## config.mk

```make
export PLATFORM = sky130hd
export DESIGN_NAME = alu_mc
export DESIGN_NICKNAME = d
export VERILOG_FILES = /design/src/rtl/alu_mc.sv
export SDC_FILE = /design/constraint.sdc
export NUM_CORES = 1
export LEC_CHECK = 0
export ABC_AREA = 1
export ABC_CLOCK_PERIOD_IN_PS = 2000
export BUFFER_PORTS_ARGS = -buffer_cell sky130_fd_sc_hd__buf_2
export CAP_MARGIN = 15
export CORE_ASPECT_RATIO = 1.75
export CORE_MARGIN = 8
export CORE_UTILIZATION = 42
export CTS_CLUSTER_SIZE = 10
export DETAILED_ROUTE_END_ITERATION = 10
export GPL_ROUTABILITY_DRIVEN = 1
export SYNTH_ARGS = -nofsm -noshare
export SYNTH_HDL_FRONTEND = slang
export SYNTH_SLANG_ARGS = --single-unit
```

## constraint.sdc

```tcl
create_clock -name clk -period 2 [get_ports clk]
set_input_delay 0.1 -clock clk [delete_from_list [all_inputs] [get_ports clk]]
set_output_delay 0.1 -clock clk [all_outputs]
set_load 0.01 [all_outputs]
```

## src/rtl/alu_mc.sv

```systemverilog
// Multi-cycle ALU: single-cycle ADD/SUB/AND/OR/XOR, iterative unsigned MUL/DIV.
// Results and NZCV flags are held until the next done pulse or reset.
module alu_mc #(
    parameter int N = 8
) (
    input  logic         clk,
    input  logic         rst,
    input  logic         start,
    input  logic [2:0]   ALUControl,
    input  logic [N-1:0] a,
    input  logic [N-1:0] b,
    output logic         busy,
    output logic         done,
    output logic [N-1:0] ALUResult,
    output logic [N-1:0] ALUResultHi,
    output logic [3:0]   ALUFlags
);

    // state | meaning
    // IDLE  | waiting for start
    // RUN   | one MUL/DIV iteration per cycle, counter counts down to 0
    // FIN   | done pulse; result and flags just updated

    localparam int CW = $clog2(N + 1);

    localparam logic [2:0] OP_ADD = 3'b000;
    localparam logic [2:0] OP_SUB = 3'b001;
    localparam logic [2:0] OP_AND = 3'b010;
    localparam logic [2:0] OP_OR  = 3'b011;
    localparam logic [2:0] OP_XOR = 3'b100;
    localparam logic [2:0] OP_MUL = 3'b101;
    localparam logic [2:0] OP_DIV = 3'b110;

    typedef enum logic [1:0] {IDLE, RUN, FIN} state_t;

    state_t         state_q, state_d;
    logic [CW-1:0]  cnt_q, cnt_d;
    logic           is_mul_q, is_mul_d;
    logic [N-1:0]   b_q, b_d;
    logic [N-1:0]   hi_q, hi_d;
    logic [N-1:0]   lo_q, lo_d;
    logic [N-1:0]   res_q, res_d;
    logic [N-1:0]   res_hi_q, res_hi_d;
    logic [3:0]     flags_q, flags_d;

    logic [N:0]     add_full, sub_full;
    logic [N-1:0]   sc_res;
    logic           sc_c, sc_v;
    logic [3:0]     sc_flags;
    logic           is_muldiv;

    logic [N:0]     mul_sum;
    logic [N:0]     div_shift;
    logic           div_ge;
    logic [N-1:0]   div_trial;
    logic [N-1:0]   it_hi, it_lo;
    logic [3:0]     it_flags;

    assign is_muldiv = (ALUControl == OP_MUL) || (ALUControl == OP_DIV);

    always_comb begin
        add_full = {1'b0, a} + {1'b0, b};
        sub_full = {1'b0, a} - {1'b0, b};
        sc_res   = '0;
        sc_c     = 1'b0;
        sc_v     = 1'b0;
        case (ALUControl)
            OP_ADD: begin
                sc_res = add_full[N-1:0];
                sc_c   = add_full[N];
                sc_v   = (a[N-1] == b[N-1]) && (sc_res[N-1] != a[N-1]);
            end
            OP_SUB: begin
                sc_res = sub_full[N-1:0];
                sc_c   = ~sub_full[N];
                sc_v   = (a[N-1] ^ b[N-1]) & (a[N-1] ^ sc_res[N-1]);
            end
            OP_AND:  sc_res = a & b;
            OP_OR:   sc_res = a | b;
            OP_XOR:  sc_res = a ^ b;
            default: sc_res = '0;
        endcase
        sc_flags = {sc_res[N-1], (sc_res == '0), sc_c, sc_v};
    end

    // Shift-add multiply keeps {hi, lo} as partial product / remaining multiplier;
    // restoring divide keeps hi as remainder and shifts quotient bits into lo.
    always_comb begin
        mul_sum   = {1'b0, hi_q} + (lo_q[0] ? {1'b0, b_q} : '0);
        div_shift = {hi_q, lo_q[N-1]};
        div_ge    = (div_shift >= {1'b0, b_q});
        div_trial = div_shift[N-1:0] - b_q;
        if (is_mul_q) begin
            it_hi    = mul_sum[N:1];
            it_lo    = {mul_sum[0], lo_q[N-1:1]};
            it_flags = {it_lo[N-1], ({it_hi, it_lo} == '0), (it_hi != '0), (it_hi != '0)};
        end else begin
            it_hi    = div_ge ? div_trial : div_shift[N-1:0];
            it_lo    = {lo_q[N-2:0], div_ge};
            it_flags = {it_lo[N-1], (it_lo == '0), 1'b0, (b_q == '0)};
        end
    end

    always_comb begin
        state_d  = state_q;
        cnt_d    = cnt_q;
        is_mul_d = is_mul_q;
        b_d      = b_q;
        hi_d     = hi_q;
        lo_d     = lo_q;
        res_d    = res_q;
        res_hi_d = res_hi_q;
        flags_d  = flags_q;
        case (state_q)
            IDLE, FIN: begin
                if (state_q == FIN)
                    state_d = IDLE;
                // A single-cycle op arriving in FIN waits for IDLE so done stays a one-cycle pulse.
                if (start && ((state_q == IDLE) || is_muldiv)) begin
                    if (is_muldiv) begin
                        is_mul_d = (ALUControl == OP_MUL);
                        b_d      = b;
                        hi_d     = '0;
                        lo_d     = a;
                        cnt_d    = CW'(N);
                        state_d  = RUN;
                    end else begin
                        res_d    = sc_res;
                        res_hi_d = '0;
                        flags_d  = sc_flags;
                        state_d  = FIN;
                    end
                end
            end
            RUN: begin
                hi_d  = it_hi;
                lo_d  = it_lo;
                cnt_d = cnt_q - CW'(1);
                if (cnt_q == CW'(1)) begin
                    res_d    = it_lo;
                    res_hi_d = it_hi;
                    flags_d  = it_flags;
                    state_d  = FIN;
                end
            end
            default: state_d = IDLE;
        endcase
    end

    always_ff @(posedge clk) begin
        if (rst) begin
            state_q  <= IDLE;
            cnt_q    <= '0;
            is_mul_q <= 1'b0;
            b_q      <= '0;
            hi_q     <= '0;
            lo_q     <= '0;
            res_q    <= '0;
            res_hi_q <= '0;
            flags_q  <= '0;
        end else begin
            state_q  <= state_d;
            cnt_q    <= cnt_d;
            is_mul_q <= is_mul_d;
            b_q      <= b_d;
            hi_q     <= hi_d;
            lo_q     <= lo_d;
            res_q    <= res_d;
            res_hi_q <= res_hi_d;
            flags_q  <= flags_d;
        end
    end

    assign busy        = (state_q == RUN);
    assign done        = (state_q == FIN);
    assign ALUResult   = res_q;
    assign ALUResultHi = res_hi_q;
    assign ALUFlags    = flags_q;

endmodule

```

Yosys cells after proc, flatten, opt, wreduce, memory -nomap -nowiden --
Index checks and enable logic that the tools add are counted.
Storage, ports and cells: register bits 51, input bits 22, logic and storage cells 89, output and inout bits 22
Operators by class: equality and inequality tests 16, reductions and logical operators 17, add/sub/neg operators 5, bitwise operators 7, muxes and demuxes 34, magnitude comparators 1
Operator list (count):
- $mux 8 | 14
- $pmux 8 s2 | 4
- $pmux 8 s5 | 1
- $logic_not 8->1 | 3
- $mux 4 | 6
- $add 8x8->9 | 2
- $logic_not 16->1 | 1
- $pmux 4 s2 | 2
- $eq 3x3->1 const B | 3
- $ge 9x8->1 | 1
- $sub 8x8->9 | 1
- $and 8x8->8 | 1
- $mux 2 | 4
- $or 8x8->8 | 1
- $reduce_bool 8->1 | 1
- $sub 8x8->8 | 1
- $xor 8x8->8 | 1
- $eq 3x2->1 const B | 2
- $ne 2x2->1 const B | 3
- $reduce_and 3->1 | 2
- $eq 4x1->1 const B | 1
- $pmux 1 s2 | 2
- $pmux 2 s2 | 1
- $reduce_and 4->1 | 1
- 18 further kinds | 21

Logic depth before layout (Yosys ltp) --
Gate-level depths: netlist of run 1.
word-level depth 7, depth in mapped cells 19, mapped depth without buffers 18

Least setup slack after synthesis of run 1 --
OpenSTA, ideal clock, no wires.
kind register to register, start point reg lo_q[0], end point reg flags_q[2] (netlist: ALUFlags[2]), period minus slack after synthesis 2.166 ns, path buffers 1, stages on the path, launching flop included 20, setup time 0.067 ns, slack -0.166 ns, data required time 1.933 ns, arrival time 2.098 ns, path through dfxtp_1 -> clkbuf_1 -> nand2_1 -> inv_1 -> ha_1 -> inv_1 -> fa_1 -> inv_1 -> nand2_1 -> nand2_1 -> nand2_1 -> nand2_1 -> nand3_1 -> nor2_1 -> nand4_1 -> nand2_1 -> nand2_1 -> nor2_1 -> nand3_1 -> a21oi_2
Between the ends: word-level cells in the longest chain between the ends 6, elaborated cells on any way between the ends 7, those cells by class 1 x add/sub; 4 x mux; 2 x reduce/logical
RTL lines:
- from (decl) | RTL line 41 | logic [N-1:0] lo_q, lo_d;
- from (signal assigned) | RTL line 167 | lo_q <= lo_d;
- $mux 8 | RTL line 89 | mul_sum = {1'b0, hi_q} + (lo_q[0] ? {1'b0, b_q} : '0);
- $add 8x8->9 | RTL line 89
- $logic_not 16->1 | RTL line 96 | it_flags = {it_lo[N-1], ({it_hi, it_lo} == '0), (it_hi != '0), (it_hi != '0)};
- $mux 4 * | RTL line 93 | if (is_mul_q) begin
- $mux 4 * | RTL line 139 | if (cnt_q == CW'(1)) begin
- $pmux 4 s2 * | RTL line 114 | case (state_q)
- to (signal assigned) | RTL line 170 | flags_q <= flags_d;
- to (decl) | RTL line 44 | logic [3:0] flags_q, flags_d;
Every way passes the cells marked *; elsewhere a longest branch is shown, timed or not. The select of a mux whose other input is x is not followed. A chain may end at the register's enable or synchronous reset.

Worst setup path in the final report of run 1 --
Same ends and word-level chain as after synthesis.

==> results of run 1 <==
routing by layer:
layer,wire length (µm),vias to the layer above,global-route usage (%)
met5,0,-,0
met4,793,0,14.19
met3,348,48,1.290
met2,8263,122,40.82
met1,5019,2237,18.72
li1,-,2372,-
state kept, by name, summed over array words and instances, names as in the netlist:
| name | flops |
|---|---|
| ALUResultHi | 8 |
| ALUResult | 8 |
| b_q | 8 |
| hi_q | 8 |
| lo_q | 8 |
| cnt_q | 4 |
| ALUFlags | 3 |
| state_q | 2 |
| is_mul_q | 1 |
cell families (layout without fill, tap and decap cells):
family / after synthesis / in the layout / synth area share [%]
simple gates: 254 / 254 / 26.80
compound gates: 172 / 172 / 22.61
buf+inv: 132 / 234 / 12.82
flops: 50 / 50 / 22.79
fa+ha+maj: 46 / 46 / 13.79
xor+xnor: 6 / 6 / 1.196
worst max-delay path by stage:
stage                               from                       end  cells after the start
CTS                 lo_q[0]$_SDFFE_PP0P_  ALUFlags[2]$_SDFFE_PP0P_                     18
floorplan           lo_q[0]$_SDFFE_PP0P_  ALUFlags[2]$_SDFFE_PP0P_                     16
global route        lo_q[0]$_SDFFE_PP0P_  ALUFlags[2]$_SDFFE_PP0P_                     16
finish              lo_q[0]$_SDFFE_PP0P_  ALUFlags[2]$_SDFFE_PP0P_                     17
global placement    lo_q[0]$_SDFFE_PP0P_  ALUFlags[2]$_SDFFE_PP0P_                     16
detailed placement  lo_q[0]$_SDFFE_PP0P_  ALUFlags[2]$_SDFFE_PP0P_                     16
stage by stage:
| stage | setup TNS, ns | cells | setup WS, ns | hold slack (ns) |
|---|---|---|---|---|
| 2_1_floorplan | -0.03721 | 660 | -0.03721 | 0.2516 |
| 3_3_place_gp | -0.9726 | 876 | -0.1468 | 0.4228 |
| 3_5_place_dp | -1.320 | 876 | -0.1802 | 0.4352 |
| 4_1_cts | -0.3416 | 886 | -0.1104 | 0.1346 |
| 5_1_grt | -2.613 | 889 | -0.3103 | 0.1675 |
| 6_report | -0.6750 | 889 | -0.1276 | 0.1416 |
cell type report:
cell class	count	area, µm²	area share [%]
clock buffers	7	132.6	2.332
inverters	107	411.6	7.239
flip-flops and latches	50	1023	18.00
repair buffers	120	824.5	14.50
well taps	127	158.9	2.794
multi-input cells	478	3136	55.14
what timing repair did:
| action | in CTS | in global routing |
|---|---|---|
| gates resized for setup | 47 | 36 |
| pin swaps | 16 | 19 |
| hold endpoints to repair | 0 | 0 |
| setup endpoints to repair | 19 | 21 |
| buffers inserted | 3 | 3 |
cells in the final DEF, fill, tap and decap left out, types with 13 or more instances in the layout:
cell	Yosys	final
a21oi_1	66	58
nor2_1	35	35
inv_1	93	84
dfxtp_1	50	36
inv_2	11	20
buf_2	9	43
ha_4	0	14
o21ai_1	11	13
buf_4	3	71
nand2_1	136	123
o21ai_0	55	53
nand3_1	42	33
nand2_2	1	14
ha_1	42	28
where the power goes:
| part | switching (mW) | internal [mW] |
|---|---|---|
| logic | 0.811 | 0.602 |
| clock network | 0.367 | 0.459 |
| registers | 0.0597 | 1.08 |
tightest hold or removal path: cells and delay by family:
family	cells	cell delay, ns
AO/OA/AOI/OAI	2	0.18
buffers and inverters	1	0.11
==> results.tsv, run 1 <==
metric	value	unit
skew	0.009061	ns
yosysMostFrequentCell	nand2_1	
yosys.area.top_type	dfxtp_1	
cellPowerDensity	594.1	mW/mm²
placed_cell_area	0.005161	mm²
timing.final.ws_setup	-0.1276	ns
vias	4779	
first_iter_violations	259	
timing.rr.end	ALUFlags[2]$_SDFFE_PP0P_	
clockRootBuffer	clkbuf_16	
stdcell_area	0.005687	mm²
outcome	complete, but fails checks	
cpLargestDelayFamily	simple AND/OR/NAND/NOR gates	
synthTopCellsByCount	nand2_1 (136), inv_1 (93), a21oi_1 (66)	
slew_violations	0	
slowest_delay	0.33	ns
worstSetupStartpointType	flop	
die-width	93.31	µm
utilization	55.54	%
clkLatencyLatePin	0.29	ns
min_path_cells	3	
cts_tree	built	
crit_slowest_cell	dfxtp_2	
clockBufferDepth	2	
syn_inst	660	
synth_cell_types	48	
synth_ff_type	dfxtp_1	
finalCritPeriodShare	106.4	%
yosysTopAreaCellShare	22.79	%
htreeDepth	2	
ir_drop	0.3646	mV
grt_max_degree	33	
clkSinkCount	50	
path_cells	buf_4, buf_4, nand2_1, inv_1, ha_4, nand2_1, inv_2, nand3_2, nand2_1, nand2_1, nand2_1, nand4_1, nand2_2, nand2_1, nor2_1, nand3_1, a21oi_2	
p_total	3.378	mW
rsz0062_at_grt	true	
syn_area_per_cell	6.656	µm²
arrival	2.35	ns
final_antenna_net_count	0	
grt_pass1_wl	22.95	mm
synthTopCellsByArea	dfxtp_1 (23%), ha_1 (12%), nand2_1 (12%), inv_1 (7.9%), a21oi_1 (7.5%)	
hold_start	b[7]	
violations	setup timing	
setup_viol	13	
power_leakage	2.803	nW
n_fill_cell	990	
first_global_vias	4960	
synth_fp_nets	728	
ys_async_sr_fraction	0	%
dieArea	0.01412	mm²
synth-edff-count	0	
synth_warnings	0	
finalNetCount	830	
num_rows	49	
routedWlPerCell	16.23	µm
r2r_setup_slack	-0.13	ns
viasPerCell	5.376	
numPortBuffers	43	
drt-pass1-iter-count	5	
fin_crit	2.128	ns
tightest_slew	0.4461	ns
io_pins	44	
start_util	42.91	%
diodes	0	
drive_above_1_share	31.89	%
ys_seq_area_share	22.79	%
drt_wl_total	14.43	mm
drv_cap	0	
grt_use_total	20.44	%
cts-hold-fix-buffers	0	
fmax	0.4700	GHz
crit_type	flop to flop	
cp-end-kind	flop	
hpwlAfterDp	11.47	mm
areaGrowthSynthToFinish	29.45	%
path_clk_slew	0.07	ns
die-height	151.3	µm
antenna_found_initial	0	
reg2reg_from	lo_q[0]$_SDFFE_PP0P_	
finalWeightedCongestion	0.8988	
cpMostUsedCell	nand2_1	
drc	0	
ff2ff_path_depth	17	
worstPathMaxFanout	7	
crit_buf_inv	4	
holdPathEnd	b_q[7]$_SDFFE_PP0P_	
hp-class	input port to flop	
ys_seq_elements	50	
core	0.01024	mm²
slew_headroom	70.26	%
cts_buffers	5	
grt_overflow	0	
cp.required	2.23	ns
hold_viol_final	0	
syn_area	0.004393	mm²
Note: power is estimated with default switching activity, not from simulation.
==> run 2, diff against run 1 <==
--- a/config.mk
+++ b/config.mk
@@ -12,6 +12,7 @@
 export CORE_ASPECT_RATIO = 1.75
 export CORE_MARGIN = 8
 export CORE_UTILIZATION = 42
+export CTS_BUF_LIST = sky130_fd_sc_hd__clkbuf_8
 export CTS_CLUSTER_SIZE = 10
 export DETAILED_ROUTE_END_ITERATION = 10
 export GPL_ROUTABILITY_DRIVEN = 1
==> results.tsv, run 2 (synthesis results as in run 1) <==
metric	value	unit	change
outcome	complete, but fails checks		unchanged
drt-pass1-iter-count	8		was 5
layout.cells.most_common	nand2_1		unchanged
ir_drop	0.2782	mV	was 0.3646 mV
die-width	93.31	µm	unchanged
cpMostUsedCell	nand2_1		unchanged
timing.final.ws_setup	-0.1072	ns	was -0.1276 ns
path_clk_slew	0.09	ns	was 0.07 ns
path_cells	nand2_2, inv_2, ha_4, inv_2, fa_2, inv_4, nand2_2, nand2_1, nand2_1, nand2_2, nand3_2, nor2_1, nand4_1, nand2_1, nand2_1, nor2_1, nand3_1, a21oi_2		was buf_4, buf_4, nand2_1, inv_1, ha_4, nand2_1, inv_2, nand3_2, nand2_1, nand2_1, nand2_1, nand4_1, nand2_2, nand2_1, nor2_1, nand3_1, a21oi_2
tightest_slew	0.4641	ns	was 0.4461 ns
num_rows	49		unchanged
hp-class	input port to flop		unchanged
arrival	2.35	ns	about the same
grt_pass1_wl	23.13	mm	was 22.95 mm
clkLatencyLatePin	0.31	ns	was 0.29 ns
hpwlAfterDp	11.47	mm	unchanged
final_antenna_net_count	0		unchanged
slew_headroom	69.06	%	was 70.26%
finalNetCount	828		was 830
skew	0.007183	ns	was 0.009061 ns
routedWlPerCell	16.25	µm	was 16.23 µm
drt_wl_total	14.41	mm	was 14.43 mm
first_global_vias	4986		was 4960
combinationalPowerShare	45.9	%	was 41.8%
power_switching	1.229	mW	was 1.238 mW
io_pins	44		unchanged
vias	4788		was 4779
setup_viol	11		was 13
crit_buf_inv	3		was 4
areaGrowthSynthToFinish	29.65	%	was 29.45%
diodes	0		unchanged
placed_cell_area	0.005161	mm²	unchanged
viasPerCell	5.398		was 5.376
numPortBuffers	43		unchanged
clkSinkCount	50		unchanged
swShare	38.90	%	was 36.64%
grt_overflow	0		unchanged
dieArea	0.01412	mm²	unchanged
drc	0		unchanged
slowest_delay	0.38	ns	was 0.33 ns
cellPowerDensity	554.6	mW/mm²	was 594.1 mW/mm²
core	0.01024	mm²	unchanged
antenna_found_initial	0		unchanged
worstSetupStartpointType	flop		unchanged
cts_buffers	5		unchanged
htreeDepth	2		unchanged
cp.required	2.24	ns	was 2.23 ns
clockRootBuffer	clkbuf_8		was clkbuf_16
violations	setup timing		unchanged
cts_tree	built		unchanged
power_frac_clock	18.1	%	was 24.5%
grt_max_degree	33		unchanged
fin_crit	2.107	ns	was 2.128 ns
finalCritPeriodShare	105.4	%	was 106.4%
stdcell_area	0.005695	mm²	was 0.005687 mm²
rsz0062_at_grt	true		unchanged
crit_type	flop to flop		unchanged
hold_viol_final	0		unchanged
first_iter_violations	245		was 259
worstPathMaxFanout	3		was 7
die-height	151.3	µm	unchanged
mostFrequentLayoutCells	nand2_1 (122), inv_1 (84), buf_4 (68), a21oi_1 (56), o21ai_0 (52)		was nand2_1 (123), inv_1 (84), buf_4 (71), a21oi_1 (58), o21ai_0 (53)
crit_slowest_cell	fa_2		was dfxtp_2
power_leakage	2.812	nW	was 2.803 nW
dpl_worst_slack	-0.1802	ns	unchanged
clockBufferDepth	2		unchanged
drive_above_1_share	33.03	%	was 31.89%
seqPwrFrac	36.1	%	was 33.7%
drv_cap	0		unchanged
finalWeightedCongestion	0.8988		unchanged
internal_power	1.930	mW	was 2.140 mW
cp-end-kind	flop		unchanged
fmax	0.4746	GHz	was 0.4700 GHz
slew_violations	0		unchanged
start_util	42.91	%	unchanged
grt_use_total	20.64	%	was 20.44%
cpLargestDelayFamily	simple AND/OR/NAND/NOR gates		unchanged
[run 2: per-stage QoR]
| step | power, mW | TNS, ns | utilization (%) | instances | hold WS (ns) |
|---|---|---|---|---|---|
| finish | 3.159 | -0.4022 | 55.63 | 887 | 0.1204 |
| global route | 3.356 | -2.478 | 55.63 | 887 | 0.1355 |
| CTS | 3.061 | -0.3374 | 53.44 | 884 | 0.1076 |
| detailed placement | 2.431 | -1.320 | 50.41 | 876 | 0.4352 |
| global placement | 2.405 | -0.9726 | 50.41 | 876 | 0.4228 |
| floorplan | 1.932 | -0.03721 | - | 660 | 0.2516 |
[run 2: metal layers]
layer	up-vias	wire length [µm]	global-route usage, %	part of all wire, %
met5	-	0	0	0
met2	137	8057	40.47	56
met3	58	424	1.638	2.9
li1	2377	-	-	-
met1	2216	4991	19.02	35
met4	0	937	15.17	6.5
[run 2: final cells by class]
cell class              count  area, µm²
clock buffers               5      68.82
clock inverters             2      7.507
fillers                   994       4543
inverters                 107      414.1
multi-input cells         478       3208
flip-flops and latches     50       1025
well taps                 127      158.9
repair buffers            118      813.3
[run 2: final timing paths]
kind,from,to,slack [ns],cells after the start
worst max-delay path,lo_q[0]$_SDFFE_PP0P_,ALUFlags[2]$_SDFFE_PP0P_,-0.11,18
worst min-delay path,b[7],b_q[7]$_SDFFE_PP0P_,0.12,3
worst max register to register,lo_q[0]$_SDFFE_PP0P_,ALUFlags[2]$_SDFFE_PP0P_,-0.11,18
worst min register to register,lo_q[4]$_SDFFE_PP0P_,lo_q[4]$_SDFFE_PP0P_,0.50,2
[run 2: power by group through the flow]
stage | clock, mW | sequential (mW) | combinational [mW]
CTS | 0.586 | 1.14 | 1.34
detailed placement | 0 | 1.15 | 1.28
global placement | 0 | 1.15 | 1.25
finish | 0.571 | 1.14 | 1.45
global route | 0.616 | 1.15 | 1.59
floorplan | 0 | 1.16 | 0.770
[run 2: worst reg2reg max path: stages, from the launching register on]
cell and delay [ns]:
dfxtp_2 0.35, nand2_2 0.05, inv_2 0.06, ha_4 0.12, inv_2 0.03, fa_2 0.38, inv_4 0.09, nand2_2 0.06
nand2_1 0.05, nand2_1 0.05, nand2_2 0.07, nand3_2 0.07, nor2_1 0.09, nand4_1 0.10, nand2_1 0.13, nand2_1 0.06
nor2_1 0.08, nand3_1 0.08, a21oi_2 0.11
[run 2: what timing repair did]
| item | in CTS | in global routing |
|---|---|---|
| buffers inserted | 2 | 4 |
| pin swaps | 16 | 29 |
| endpoints found under the setup margin | 19 | 21 |
| hold endpoints to repair | 0 | 0 |
| gates resized for setup | 50 | 52 |
| hold buffers | 0 | 0 |
